--- config.mk ---
export PLATFORM = sky130hd
export DESIGN_NAME = start_debounce_arm_flat
export DESIGN_NICKNAME = d
export VERILOG_FILES = /design/src/rtl/delay_pkg.sv /design/src/rtl/start_debounce_arm_if.sv /design/src/rtl/btn_debounce.sv /design/src/rtl/start_debounce_arm.sv /design/src/flat_wrapper.sv
export SDC_FILE = /design/constraint.sdc
export NUM_CORES = 1
export LEC_CHECK = 0
export ABC_AREA = 1
export BUFFER_PORTS_ARGS = -buffer_cell sky130_fd_sc_hd__buf_2
export CAP_MARGIN = 20
export CORE_MARGIN = 4
export CORE_UTILIZATION = 44
export DETAILED_ROUTE_END_ITERATION = 10
export PLACE_DENSITY_LB_ADDON = 0.05
export SLEW_MARGIN = 10
export SYNTH_ARGS = -nofsm -noshare
export SYNTH_HDL_FRONTEND = slang
export SYNTH_SLANG_ARGS = --single-unit
--- constraint.sdc ---
create_clock -name CLK -period 3.27 [get_ports CLK]
set_input_delay 0.4905 -clock CLK [delete_from_list [all_inputs] [get_ports CLK]]
set_output_delay 0.4905 -clock CLK [all_outputs]
set_load 0.02 [all_outputs]
--- src/rtl/delay_pkg.sv ---
// Shared definitions for the push-button arm stage and the microsecond delay counter.
// Holds the arm FSM state type and clock-rate defaults.
package delay_pkg;

  localparam int unsigned ClockSpeedMhzDefault = 12;
  localparam int unsigned UsPerMs              = 1000;

  typedef enum logic [1:0] {
    IDLE,
    RUN,
    RESTART
  } arm_state_t;

  // Counter width for a counter that wraps at n-1; never narrower than one bit.
  function automatic int unsigned cnt_width(input int unsigned n);
    return (n > 1) ? $clog2(n) : 1;
  endfunction

endpackage

--- src/rtl/start_debounce_arm_if.sv ---
// Button/done inputs and arm/status outputs of the start_debounce_arm stage.
// The slave modport is the stage itself; master is whoever drives the button and done.
interface start_debounce_arm_if;

  logic btn;
  logic done;
  logic start;
  logic btn_level;
  logic pressed;
  logic expired;

  modport master (
    output btn,
    output done,
    input  start,
    input  btn_level,
    input  pressed,
    input  expired
  );

  modport slave (
    input  btn,
    input  done,
    output start,
    output btn_level,
    output pressed,
    output expired
  );

endinterface

--- src/rtl/btn_debounce.sv ---
// Two-flop synchronizer, microsecond prescaler and debounce counter for a raw button pin.
// btn_level_o is the accepted level (1 = pressed); pressed_o pulses on each accepted press.
module btn_debounce
  import delay_pkg::*;
#(
  parameter int unsigned CLOCK_SPEED_MHZ   = ClockSpeedMhzDefault,
  parameter int unsigned DEBOUNCE_US       = 10 * UsPerMs,
  parameter bit          BUTTON_ACTIVE_LOW = 1'b1
) (
  input  logic CLK,
  input  logic RST_N,
  input  logic btn_i,
  output logic btn_level_o,
  output logic pressed_o,
  output logic us_tick_o
);

  localparam int unsigned PrescW = cnt_width(CLOCK_SPEED_MHZ);
  localparam int unsigned DebW   = cnt_width(DEBOUNCE_US);
  localparam logic [PrescW-1:0] PrescLast = PrescW'(CLOCK_SPEED_MHZ - 1);
  localparam logic [DebW-1:0]   DebLast   = DebW'(DEBOUNCE_US - 1);

  logic              sync1_q, sync2_q;
  logic [PrescW-1:0] presc_q, presc_d;
  logic [DebW-1:0]   cnt_q, cnt_d;
  logic              level_q, level_d;
  logic              pressed_q, pressed_d;
  logic              btn_act;
  logic              us_tick;

  assign btn_act = sync2_q ^ BUTTON_ACTIVE_LOW;
  assign us_tick = (presc_q == PrescLast);

  always_comb begin
    presc_d   = us_tick ? '0 : presc_q + 1'b1;
    cnt_d     = cnt_q;
    level_d   = level_q;
    pressed_d = 1'b0;
    if (btn_act == level_q) begin
      cnt_d = '0;
    end else if (us_tick) begin
      if (cnt_q == DebLast) begin
        level_d   = btn_act;
        pressed_d = btn_act;
        cnt_d     = '0;
      end else begin
        cnt_d = cnt_q + 1'b1;
      end
    end
  end

  // Sync flops reset to the released pin level so reset never looks like a press.
  always_ff @(posedge CLK or negedge RST_N) begin
    if (!RST_N) begin
      sync1_q   <= BUTTON_ACTIVE_LOW;
      sync2_q   <= BUTTON_ACTIVE_LOW;
      presc_q   <= '0;
      cnt_q     <= '0;
      level_q   <= 1'b0;
      pressed_q <= 1'b0;
    end else begin
      sync1_q   <= btn_i;
      sync2_q   <= sync1_q;
      presc_q   <= presc_d;
      cnt_q     <= cnt_d;
      level_q   <= level_d;
      pressed_q <= pressed_d;
    end
  end

  assign btn_level_o = level_q;
  assign pressed_o   = pressed_q;
  assign us_tick_o   = us_tick;

endmodule

--- src/rtl/start_debounce_arm.sv ---
// Arms the downstream delay counter on a debounced button press and drops the arm on
// expiry or a cancelling press; optionally re-arms after a one-cycle clear on expiry.
module start_debounce_arm
  import delay_pkg::*;
#(
  parameter int unsigned CLOCK_SPEED_MHZ   = ClockSpeedMhzDefault,
  parameter int unsigned DEBOUNCE_US       = 10 * UsPerMs,
  parameter bit          BUTTON_ACTIVE_LOW = 1'b1,
  parameter bit          REPEAT            = 1'b0
) (
  input  logic                 CLK,
  input  logic                 RST_N,
  start_debounce_arm_if.slave  bus
);

  arm_state_t state_q, state_d;
  logic       start_q, start_d;
  logic       expired_q, expired_d;
  logic       done_blk_q, done_blk_d;
  logic       btn_level;
  logic       pressed;
  logic       us_tick;
  logic       accept;
  logic       unused_us_tick;

  btn_debounce #(
    .CLOCK_SPEED_MHZ  (CLOCK_SPEED_MHZ),
    .DEBOUNCE_US      (DEBOUNCE_US),
    .BUTTON_ACTIVE_LOW(BUTTON_ACTIVE_LOW)
  ) u_debounce (
    .CLK        (CLK),
    .RST_N      (RST_N),
    .btn_i      (bus.btn),
    .btn_level_o(btn_level),
    .pressed_o  (pressed),
    .us_tick_o  (us_tick)
  );

  assign unused_us_tick = us_tick;

  always_comb begin
    state_d = state_q;
    accept  = 1'b0;
    unique case (state_q)
      IDLE: begin
        if (pressed) state_d = RUN;
      end
      RUN: begin
        // done_blk_q masks a done level that was already consumed.
        if (bus.done && !done_blk_q) begin
          accept  = 1'b1;
          state_d = REPEAT ? RESTART : IDLE;
        end else if (pressed) begin
          state_d = IDLE;
        end
      end
      RESTART: state_d = RUN;
      default: state_d = IDLE;
    endcase
    done_blk_d = bus.done & (done_blk_q | accept);
    start_d    = (state_d == RUN);
    expired_d  = accept;
  end

  always_ff @(posedge CLK or negedge RST_N) begin
    if (!RST_N) begin
      state_q    <= IDLE;
      start_q    <= 1'b0;
      expired_q  <= 1'b0;
      done_blk_q <= 1'b0;
    end else begin
      state_q    <= state_d;
      start_q    <= start_d;
      expired_q  <= expired_d;
      done_blk_q <= done_blk_d;
    end
  end

  assign bus.start     = start_q;
  assign bus.expired   = expired_q;
  assign bus.btn_level = btn_level;
  assign bus.pressed   = pressed;

endmodule
--- src/flat_wrapper.sv ---
// flat-port wrapper written by rule: the top's interface ports become plain ports
module start_debounce_arm_flat import delay_pkg::*;
#(
  parameter int unsigned CLOCK_SPEED_MHZ   = ClockSpeedMhzDefault,
  parameter int unsigned DEBOUNCE_US       = 10 * UsPerMs,
  parameter bit          BUTTON_ACTIVE_LOW = 1'b1,
  parameter bit          REPEAT            = 1'b0
)
  (CLK, RST_N, bus_btn, bus_done, bus_start, bus_btn_level, bus_pressed, bus_expired);
  start_debounce_arm_if bus_i ();
  input  logic CLK;
  input  logic RST_N;
  input wire logic [$bits(bus_i.btn)-1:0] bus_btn;
  input wire logic [$bits(bus_i.done)-1:0] bus_done;
  output wire logic [$bits(bus_i.start)-1:0] bus_start;
  output wire logic [$bits(bus_i.btn_level)-1:0] bus_btn_level;
  output wire logic [$bits(bus_i.pressed)-1:0] bus_pressed;
  output wire logic [$bits(bus_i.expired)-1:0] bus_expired;
  assign bus_i.btn = bus_btn;
  assign bus_i.done = bus_done;
  assign bus_start = bus_i.start;
  assign bus_btn_level = bus_i.btn_level;
  assign bus_pressed = bus_i.pressed;
  assign bus_expired = bus_i.expired;
  start_debounce_arm #(.CLOCK_SPEED_MHZ(CLOCK_SPEED_MHZ), .DEBOUNCE_US(DEBOUNCE_US), .BUTTON_ACTIVE_LOW(BUTTON_ACTIVE_LOW), .REPEAT(REPEAT)) u_core (.CLK(CLK), .RST_N(RST_N), .bus(bus_i));
endmodule
# Word level (Yosys, flattened, before mapping)

Cells that the tools add are included.

$add $sub $neg: 2
Equality and inequality tests: 6
Mux-type cells: 13
Bitwise gates (word level): 4
Reductions and logical operators: 5

Operators by type and width:

| kind                    | number |
|---|---|
| $mux W14                | 3 |
| $add A14 B1 Y14 const B | 1 |
| $eq A14 B14 Y1 const B  | 1 |
| $mux W2                 | 3 |
| $pmux W2 S3             | 1 |
| $mux W1                 | 5 |
| $add A4 B1 Y4 const B   | 1 |
| $eq A2 B1 Y1 const B    | 2 |
| $eq A4 B4 Y1 const B    | 1 |
| $mux W4                 | 1 |
| $reduce_and A3 Y1       | 1 |
| $eq A2 B2 Y1 const B    | 1 |
| $logic_not A2 Y1        | 1 |
| $not A1 Y1              | 2 |
| $reduce_bool A2 Y1      | 1 |
| $and A1 B1 Y1           | 1 |
| $eq A1 B1 Y1            | 1 |
| $logic_and A1 B1 Y1     | 1 |
| $logic_not A1 Y1        | 1 |
| $or A1 B1 Y1            | 1 |

Bits in registers: 27
Bits of input ports: 4
Output and inout bits: 4
Logic and storage cells: 40

# Depth between registers and ports, before layout

Gate-level depths: netlist of run 1.

Word-level depth: 6
Mapped depth: 9

# Cells and area by module

From an unflattened synthesis of run 1, not the netlist that was laid out.

Cell total of the unflattened synthesis: 177
Area, all modules: 1413.9 µm²

By module, submodules not included:

| module             | instances | cells an instance | area each (µm²) | seq. area each (µm²) |
|---|---|---|---|---|
| btn_debounce       | 1         | 158               | 1222.4          | 553.0 |
| start_debounce_arm | 1         | 19                | 191.4           | 125.1 |

# Worst setup path before layout of run 1

Ideal clock, no wire load.

Kind: register to register
Start: register u_core.u_debounce.cnt_q[0]
End: register u_core.u_debounce.cnt_q[11]
Setup time: 0.117 ns
Arrival: 1.148 ns
Setup slack: 2.004 ns
Stages on the path, launching flop included: 9
Period minus slack after synthesis: 1.266 ns
Cell sequence: dfrtp_1 ha_1 nand2_2 nor2_4 nand3_2 nor2_2 nor2_1 nand3_1 nand2_1

Longest elaborated chain between the ends: 4

Ends and longest elaborated chain:

| what                                                     | RTL line                               | text |
|---|---|---|
| start, declared                                          | btn_debounce.sv:25                     | `logic [DebW-1:0] cnt_q, cnt_d;` |
| start signal, assigned                                   | btn_debounce.sv:65                     | `cnt_q <= cnt_d;` |
| $add A14 B1 Y14 / $eq A14 B14 Y1 (equally long branches) | btn_debounce.sv:47, btn_debounce.sv:42 |  |
| $mux W14 (*)                                             | btn_debounce.sv:42                     | `if (cnt_q == DebLast) begin` |
| $mux W14 (*)                                             | btn_debounce.sv:41                     | `end else if (us_tick) begin` |
| $mux W14 (*)                                             | btn_debounce.sv:39                     | `if (btn_act == level_q) begin` |

Mark *: on every way between the ends. The rest lies on a longest branch, timed or not. The select of a mux whose other input is x is not followed.
A chain may end at the register's enable or synchronous reset.

# Worst setup path after layout of run 1

Ends and elaborated chain as after synthesis.

==> out/qor.yml, run 1 <==
antenna_found_initial: 0
place_inst: 224
clock-skew-final_ns: 0.00578
numPortBuffers: 7
power_frac_comb_pct: 6.1
synth_top_family_by_area: "simple AND/OR/NAND/NOR gates"
start_util_pct: 45.8
reg_top3: "u_core.u_debounce.cnt_q: 14 flops, u_core.u_debounce.presc_q: 4 flops, u_core.state_q: 2 flops"
yosys.area_share.adder_pct: 2.68
cts_root_buffer: "clkbuf_4"
power_uw: 527
grt_use_met2_pct: 23.7
dpl-instance-area_mm2: 0.00148
worstSetupPathType: "reg -> reg"
setup_violations: 0
finalHoldViolCount: 0
grt-ovfl-total: 0
fin_util_pct: 49.5
critPathBufInv: 0
switching_share_pct: 23.6
cts_sinks: 27
routedWlPerCell_um: 11.0
synth_seq_area_share_pct: 48.5
num_rows: 20
syn_avg_cell_area_um2: 8.04
grt_use_met1_pct: 18.5
drive_gt1_share_pct: 13.0
power_switching_uw: 124
path_max_fanout: 5
hold_path.class: "in -> async"
yosysTopAreaCell: "dfrtp_1"
ys_warn_count: 0
fillCellCount: 323
cts_tree: "built"
power.leakage_nw: 0.702
wl_um: 2500
synth-compound-area-share_pct: 5.46
syn_to_final_growth_pct: 7.96
clock_latency_ns: 0.32
clockBufferDepth: 2
synth.top_cell.area_share_pct: 44.7
fin_crit_sh_pct: 45.3
ys_ff_latch: 27
final_area_mm2: 0.00151
synth_xor_area_share_pct: 4.38
whs_ns: 0.152
cpLargestDelayFamily: "simple AND/OR/NAND/NOR gates"
largest_register_ffs: 14
slowest_stage: "dfrtp_1"
largest-register: "u_core.u_debounce.cnt_q"
die_w_um: 64.4
syn_area_mm2: 0.00140
cp-end-kind: "register"
drc_errors: 0
post-place-ws_ns: 1.77
cp-start-kind: "register"
worst_pin_slew_ns: 0.596
hold_buffers: 0
max_stage_delay_ns: 0.46
routed_via_density: 4.82
htree_levels: 1
clkPwrFrac_pct: 27.3
worstPathRequired_ns: 3.54
ios: 8
chipHeight_um: 64.4
fmax_mhz: 675
p_per_area_mw_per_mm2: 349
dp_hpwl_um: 1880
post_cts_buffers: 0
synth_cells: 174
diodes: 0
status: "finished clean"
rsz0062_at_grt: "false"
irDropWorstVdd_v: 0.000148
busiest_layer: "met2"
grt_usage_pct: 14.2
core_mm2: 0.00305
drtPass1Iterations: 4
num_vias: 1099
crit_chain: "ha_1, nand2_2, nor2_4, nand3_2, nor2_2, nor2_1, nand3_1, nand2_1"
die_area_mm2: 0.00415
p_int_uw: 403
maxSlewHeadroom_pct: 60.3
cts_made_buffers: 3
netlist_top_cells_area: "dfrtp_1 45%, nand2_1 14%, nand3_1 5.4%, inv_1 5.1%, nor2_1 5.1%"
ys_types: 24
path_clk_slew_ns: 0.14
grt_max_degree: 28
antenna_left: 0
fin_cells: 228
pwr-share-seq_pct: 66.6
nNetsFinal: 192
finalCriticalPeriod_ns: 1.48
syn_nets: 181
synthSimpleGateAreaFrac_pct: 31.6
cts_resized: 0
arrival_ns: 1.76
grt_pass1_vias: 1093
grt_pass1_wl_um: 4700
setup_ws_ns: 1.79
drv_slew: 0
drtIter0Drc: 35
finalSetupTns_ns: 0
gp_congestion: 0.802
cap_violations: 0
muxShareOfSynthArea_pct: 1.43
globalRouteMet3Util_pct: 2.99
## logic make-up after synthesis
| kind of cell | after synthesis |
|---|---|
| AOI/OAI and AO/OA | 14 |
| xor gates and xnor gates | 7 |
| adders and majority gates | 3 |
| buffers and inverters | 21 |
| DFF | 27 |
| muxes | 2 |
| other | 1 |
| and+or+nand+nor | 99 |
## synth_stat cells (all sizes together)
| cell type | instances |
|---|---|
| xor2 | 4 |
| conb | 1 |
| dfstp | 2 |
| nand4 | 2 |
| nor3 | 1 |
| dfrtp | 25 |
| or2 | 1 |
| ha | 3 |
| buf | 1 |
| o21ai | 10 |
| inv | 20 |
| o22ai | 3 |
| mux2i | 2 |
| nand2 | 55 |
| a21boi | 1 |
| xnor2 | 3 |
| nand3 | 17 |
| nor2 | 23 |
## final timing paths
path                                                         from                                      end  slack (ns)  cells after the start
hold reg to reg               u_core.u_debounce.sync1_q$_DFF_PN1_      u_core.u_debounce.sync2_q$_DFF_PN1_        0.38                      0
hold / removal                                              RST_N               u_core.bus.start$_DFF_PN0_        0.15                      1
setup / recovery           u_core.u_debounce.cnt_q[0]$_DFFE_PN0P_  u_core.u_debounce.cnt_q[11]$_DFFE_PN0P_        1.79                      8
min in group CLK                                          bus_btn      u_core.u_debounce.sync1_q$_DFF_PN1_        0.25                      1
max in group asynchronous                                   RST_N   u_core.u_debounce.cnt_q[6]$_DFFE_PN0P_        2.73                      1
setup reg to reg           u_core.u_debounce.cnt_q[0]$_DFFE_PN0P_  u_core.u_debounce.cnt_q[11]$_DFFE_PN0P_        1.79                      8
## power groups by stage
stage | logic (mW) | clock network (mW) | registers, mW
floorplan | 0.0133 | 0 | 0.361
global placement | 0.0323 | 0 | 0.357
detailed placement | 0.0331 | 0 | 0.357
CTS | 0.0331 | 0.151 | 0.351
global route | 0.0366 | 0.168 | 0.352
finish | 0.0320 | 0.144 | 0.351
## cells in the final DEF (no fill, tap or decap), types with 2 or more instances in the layout
cell	synthesis	final
buf_2	1	7
clkbuf_4	0	3
dfrtp_1	25	25
dfstp_2	2	2
ha_1	3	3
inv_1	19	19
mux2i_1	2	2
nand2_1	51	51
nand2_2	4	4
nand3_1	15	15
nand3_2	2	2
nand4_1	2	2
nor2_1	19	19
nor2_2	2	2
nor2_4	2	2
o21ai_0	3	3
o21ai_1	7	7
o22ai_1	3	3
xnor2_1	3	3
xor2_1	4	4
## cell type report
class,count,area (µm²),share of cell area (%)
clock buffers,4,26.3,1.74
inverters,20,75.1,4.97
multi-input cells,126,641,42.4
flip-flops and latches,27,678,44.9
well taps,44,55.1,3.65
repair buffers,7,35.0,2.32
## metal layers
layer  wire (µm)  vias to the layer above
met5           0                        -
met4          16                        0
met3          86                        2
met2        1160                       15
met1        1240                      511
li1            -                      571
Power figures use the tool's default switching activity.
==> run 2: changes to the inputs <==
clock period = 1.25 ns   (was 3.27 ns; I/O delays follow)
==> out/qor.yml, run 2 (synthesis gave the netlist of run 1 again) <==
finalSetupTns_ns: -0.351
maxSlewHeadroom_pct: 60.4
worst_pin_slew_ns: 0.593
antenna_found_initial: 0
start_util_pct: 45.8
cts_tree: "built"
ios: 8
diodes: 0
cap_violations: 0
syn_to_final_growth_pct: 35.4
drv_slew: 0
max_stage_delay_ns: 0.43
cts_made_buffers: 3
drtPass1Iterations: 4
chipHeight_um: 64.4
routed_via_density: 4.76
wl_um: 3210
clockBufferDepth: 2
critPathBufInv: 0
grt_pass1_vias: 1219
p_per_area_mw_per_mm2: 757
cts_sinks: 27
finalCriticalPeriod_ns: 1.31
num_vias: 1234
path_max_fanout: 4
clock_latency_ns: 0.34
setup_ws_ns: -0.0596
reg_top3: "u_core.u_debounce.cnt_q: 14 flops, u_core.u_debounce.presc_q: 4 flops, u_core.state_q: 2 flops"
finalHoldViolCount: 0
crit_chain: "ha_4, nand2_2, nor2_4, nand3_2, nor2_4, nand2_2, nand2_1, o21ai_1"
drc_errors: 0
fin_crit_sh_pct: 105
grt-ovfl-total: 0
num_rows: 20
worstSetupPathType: "reg -> reg"
cp-end-kind: "register"
dpl-instance-area_mm2: 0.00164
largest_register_ffs: 14
die_w_um: 64.4
htree_levels: 1
rsz0062_at_grt: "true"
clock-skew-final_ns: 0.00491
irDropWorstVdd_v: 0.000655
routedWlPerCell_um: 12.4
status: "finished, violations left"
largest-register: "u_core.u_debounce.cnt_q"
cpLargestDelayFamily: "simple AND/OR/NAND/NOR gates"
nNetsFinal: 223
grt_max_degree: 28
grt_usage_pct: 17.2
reg2reg_slack_ns: -0.06
drtIter0Drc: 65
power.leakage_nw: 0.885
whs_ns: 0.0806
post-place-ws_ns: -0.140
setup_violations: 13
numPortBuffers: 7
grt_pass1_wl_um: 5550
gp_congestion: 0.844
cts_root_buffer: "clkbuf_4"
arrival_ns: 1.56
final_cell_mix: "48 x nand2_1, 26 x buf_4, 24 x dfrtp_1"
hold_path.class: "in -> reg"
fillCellCount: 274
core_mm2: 0.00305
final_area_mm2: 0.00189
dp_hpwl_um: 2110
antenna_left: 0
drive_gt1_share_pct: 35.3
fmax_mhz: 764
slowest_stage: "dfrtp_1"
path_clk_slew_ns: 0.16
die_area_mm2: 0.00415
failed_checks: "setup timing"
layout_commonest_cell: "nand2_1"
cp-start-kind: "register"
worstPathRequired_ns: 1.50
-- run 2: where the power goes --
group / switching [mW] / internal, mW
Clock: 0.287 / 0.123
Sequential: 0.0165 / 0.903
Combinational: 0.0664 / 0.0384
-- run 2: final cells by class --
| type | instances | area [µm²] | area share [%] |
|---|---|---|---|
| Inverter | 20 | 80.1 | 4.23 |
| Multi-Input combinational cell | 127 | 777 | 41.0 |
| Sequential cell | 27 | 679 | 35.9 |
| Tap cell | 44 | 55.1 | 2.91 |
| Clock buffer | 3 | 22.5 | 1.19 |
| Clock inverter | 1 | 7.51 | 0.396 |
| Timing Repair Buffer | 37 | 273 | 14.4 |
-- run 2: repair_timing --
| action | CTS | global route |
|---|---|---|
| setup buffers | 6 | 1 |
| hold endpoints to repair | 26 | 0 |
| pin swaps | 11 | 5 |
| hold buffers | 2 | 0 |
| gates cloned | 1 | 0 |
| resized for setup | 22 | 17 |
| endpoints found under the setup margin | 17 | 17 |
-- run 2: layer usage --
metal | routed length, µm | GRT usage [%] | part of all wire, % | vias up
met5 | 0 | 0 | 0 | -
met4 | 23 | 3.17 | 0.72 | 0
met3 | 114 | 4.22 | 3.6 | 5
met2 | 1630 | 30.5 | 51 | 19
met1 | 1440 | 21.3 | 45 | 583
li1 | - | - | - | 627
-- run 2: worst register-to-register path, stage by stage, from the launching register on --
cell	delay, ns
dfrtp_1	0.43
ha_4	0.17
nand2_2	0.06
nor2_4	0.15
nand3_2	0.10
nor2_4	0.14
nand2_2	0.07
nand2_1	0.05
o21ai_1	0.05
-- run 2: path summary, 6_finish.rpt --
check,from,end,cells after the start
max reg2reg,u_core.u_debounce.cnt_q[1]$_DFFE_PN0P_,u_core.u_debounce.btn_level_o$_DFFE_PN0P_,8
min,bus_done,u_core.bus.expired$_DFF_PN0_,3
min in group asynchronous,RST_N,u_core.u_debounce.cnt_q[4]$_DFFE_PN0P_,2
max in group asynchronous,RST_N,u_core.u_debounce.btn_level_o$_DFFE_PN0P_,2
max,u_core.u_debounce.cnt_q[1]$_DFFE_PN0P_,u_core.u_debounce.btn_level_o$_DFFE_PN0P_,8
min reg2reg,u_core.u_debounce.sync1_q$_DFF_PN1_,u_core.u_debounce.sync2_q$_DFF_PN1_,0
-- run 2: per-stage QoR --
stage | total power [mW] | std cells | utilization [%]
global route | 1.51 | 259 | 62.0
finish | 1.43 | 259 | 62.0
global placement | 1.03 | 245 | 53.9
CTS | 1.44 | 258 | 59.5
floorplan | 0.983 | 174 | -
detailed placement | 1.03 | 245 | 53.9
==> run 3: changes to the inputs <==
CORE_UTILIZATION = 50   (was 44)
==> out/qor.yml, run 3 (synthesis gave the netlist of run 1 again) <==
syn_to_final_growth_pct: 37.6
status: "finished, violations left"
path_clk_slew_ns: 0.15
routedWlPerCell_um: 13.4
num_rows: 18
grt-ovfl-total: 0
die_w_um: 60.9
reg_top3: "u_core.u_debounce.cnt_q: 14 flops, u_core.u_debounce.presc_q: 4 flops, u_core.state_q: 2 flops"
worst_pin_slew_ns: 0.590
grt_usage_pct: 19.4
routed_via_density: 5.31
largest_register_ffs: 14
grt_pass1_vias: 1230
fin_crit_sh_pct: 106
cap_violations: 0
fillCellCount: 194
reg2reg_depth: 7
whs_ns: 0.0985
num_vias: 1296
clock-skew-final_ns: 0.00307
regArea_um2: 679
cts_root_buffer: "clkbuf_4"
nNetsFinal: 222
path_max_fanout: 5
drv_slew: 0
htree_levels: 1
power_frac_comb_pct: 8.0
fmax_mhz: 757
p_int_mw: 1.07
cts_sinks: 27
p_per_area_mw_per_mm2: 741
drtPass1Iterations: 4
hold_depth: 2
dpl-instance-area_mm2: 0.00163
cts_tree: "built"
core_mm2: 0.00257
drtIter0Drc: 36
worstSetupPathType: "reg -> reg"
drc_errors: 0
numPortBuffers: 7
setup_violations: 16
setup_ws_ns: -0.0717
cts_made_buffers: 3
gp_congestion: 0.835
antenna_found_initial: 0
post-place-ws_ns: -0.173
power.leakage_nw: 0.914
dp_hpwl_um: 2040
irDropWorstVdd_v: 0.000855
finalCriticalPeriod_ns: 1.32
cp-start-kind: "register"
drive_gt1_share_pct: 37.9
hold_path.class: "in -> reg"
rsz0062_at_grt: "true"
ios: 8
power_switching_uw: 356
multi_input_area_um2: 825
switching_share_pct: 25.0
fin_util_pct: 75.0
largest-register: "u_core.u_debounce.cnt_q"
final_cell_mix: "47 x nand2_1, 24 x dfrtp_1, 23 x buf_4"
clock_latency_ns: 0.33
grt_pass1_wl_um: 5300
arrival_ns: 1.58
die_area_mm2: 0.00371
maxSlewHeadroom_pct: 60.6
failed_checks: "setup timing"
finalHoldViolCount: 0
pwr-share-seq_pct: 64.5
cp-end-kind: "register"
clockBufferDepth: 2
chipHeight_um: 60.9
clkPwrFrac_pct: 27.5
antenna_left: 0
worstPathRequired_ns: 1.51
layout_commonest_cell: "nand2_1"
final_area_mm2: 0.00192
start_util_pct: 54.5
power_mw: 1.43
diodes: 0
wl_um: 3280
grt_max_degree: 28
run 3: worst paths after layout:
kind	start	end	slack [ns]
min in group asynchronous	RST_N	u_core.u_debounce.presc_q[1]$_DFF_PN0_	0.38
max reg2reg	u_core.u_debounce.presc_q[1]$_DFF_PN0_	u_core.u_debounce.cnt_q[3]$_DFFE_PN0P_	-0.07
min	bus_done	u_core.done_blk_q$_DFF_PN0_	0.1
min reg2reg	u_core.u_debounce.sync1_q$_DFF_PN1_	u_core.u_debounce.sync2_q$_DFF_PN1_	0.38
max	u_core.u_debounce.presc_q[1]$_DFF_PN0_	u_core.u_debounce.cnt_q[3]$_DFFE_PN0P_	-0.07
max in group asynchronous	RST_N	u_core.u_debounce.cnt_q[2]$_DFFE_PN0P_	0.46
run 3: layer usage:
layer / share of wire [%] / GRT usage (%) / vias up
li1: - / - / 628
met1: 42 / 23.0 / 630
met2: 53 / 34.4 / 32
met3: 3.8 / 4.89 / 6
met4: 2.0 / 5.88 / 0
met5: 0 / 0 / -
run 3: stage by stage:
stage,setup TNS (ns),instances
6_report,-0.794,244
4_1_cts,-0.639,242
3_3_place_gp,-0.557,232
3_5_place_dp,-1.35,232
5_1_grt,-2.04,244
2_1_floorplan,-0.0129,174
run 3: final cells by class:
cell class,count,share of cell area [%]
clock inverters,1,0.390
flip-flops and latches,27,35.3
well taps,30,1.95
repair buffers,36,14.2
multi-input cells,127,42.8
clock buffers,3,1.17
inverters,20,4.16
run 3: power groups by stage:
stage | combinational, mW | clock (mW) | sequential, mW
finish | 0.115 | 0.392 | 0.920
global route | 0.131 | 0.438 | 0.925
floorplan | 0.0376 | 0 | 0.946
CTS | 0.109 | 0.396 | 0.919
detailed placement | 0.0974 | 0 | 0.934
global placement | 0.0950 | 0 | 0.932
run 3: repair_timing:
action / 4_1_cts / 5_1_grt
pin swaps: 10 / 11
endpoints found under the hold margin: 26 / 0
hold buffers: 2 / 0
setup endpoints to repair: 17 / 17
resized for setup: 30 / 20
cloned: 1 / 0
setup buffers: 3 / 2
run 3: worst max-delay path, cell delays in order, from the launching register on:
cell	delay (ns)
dfrtp_1	0.38
ha_2	0.19
nand2_2	0.07
inv_2	0.09
nand2_4	0.09
nor2_4	0.19
nand2_4	0.12
o22ai_1	0.13
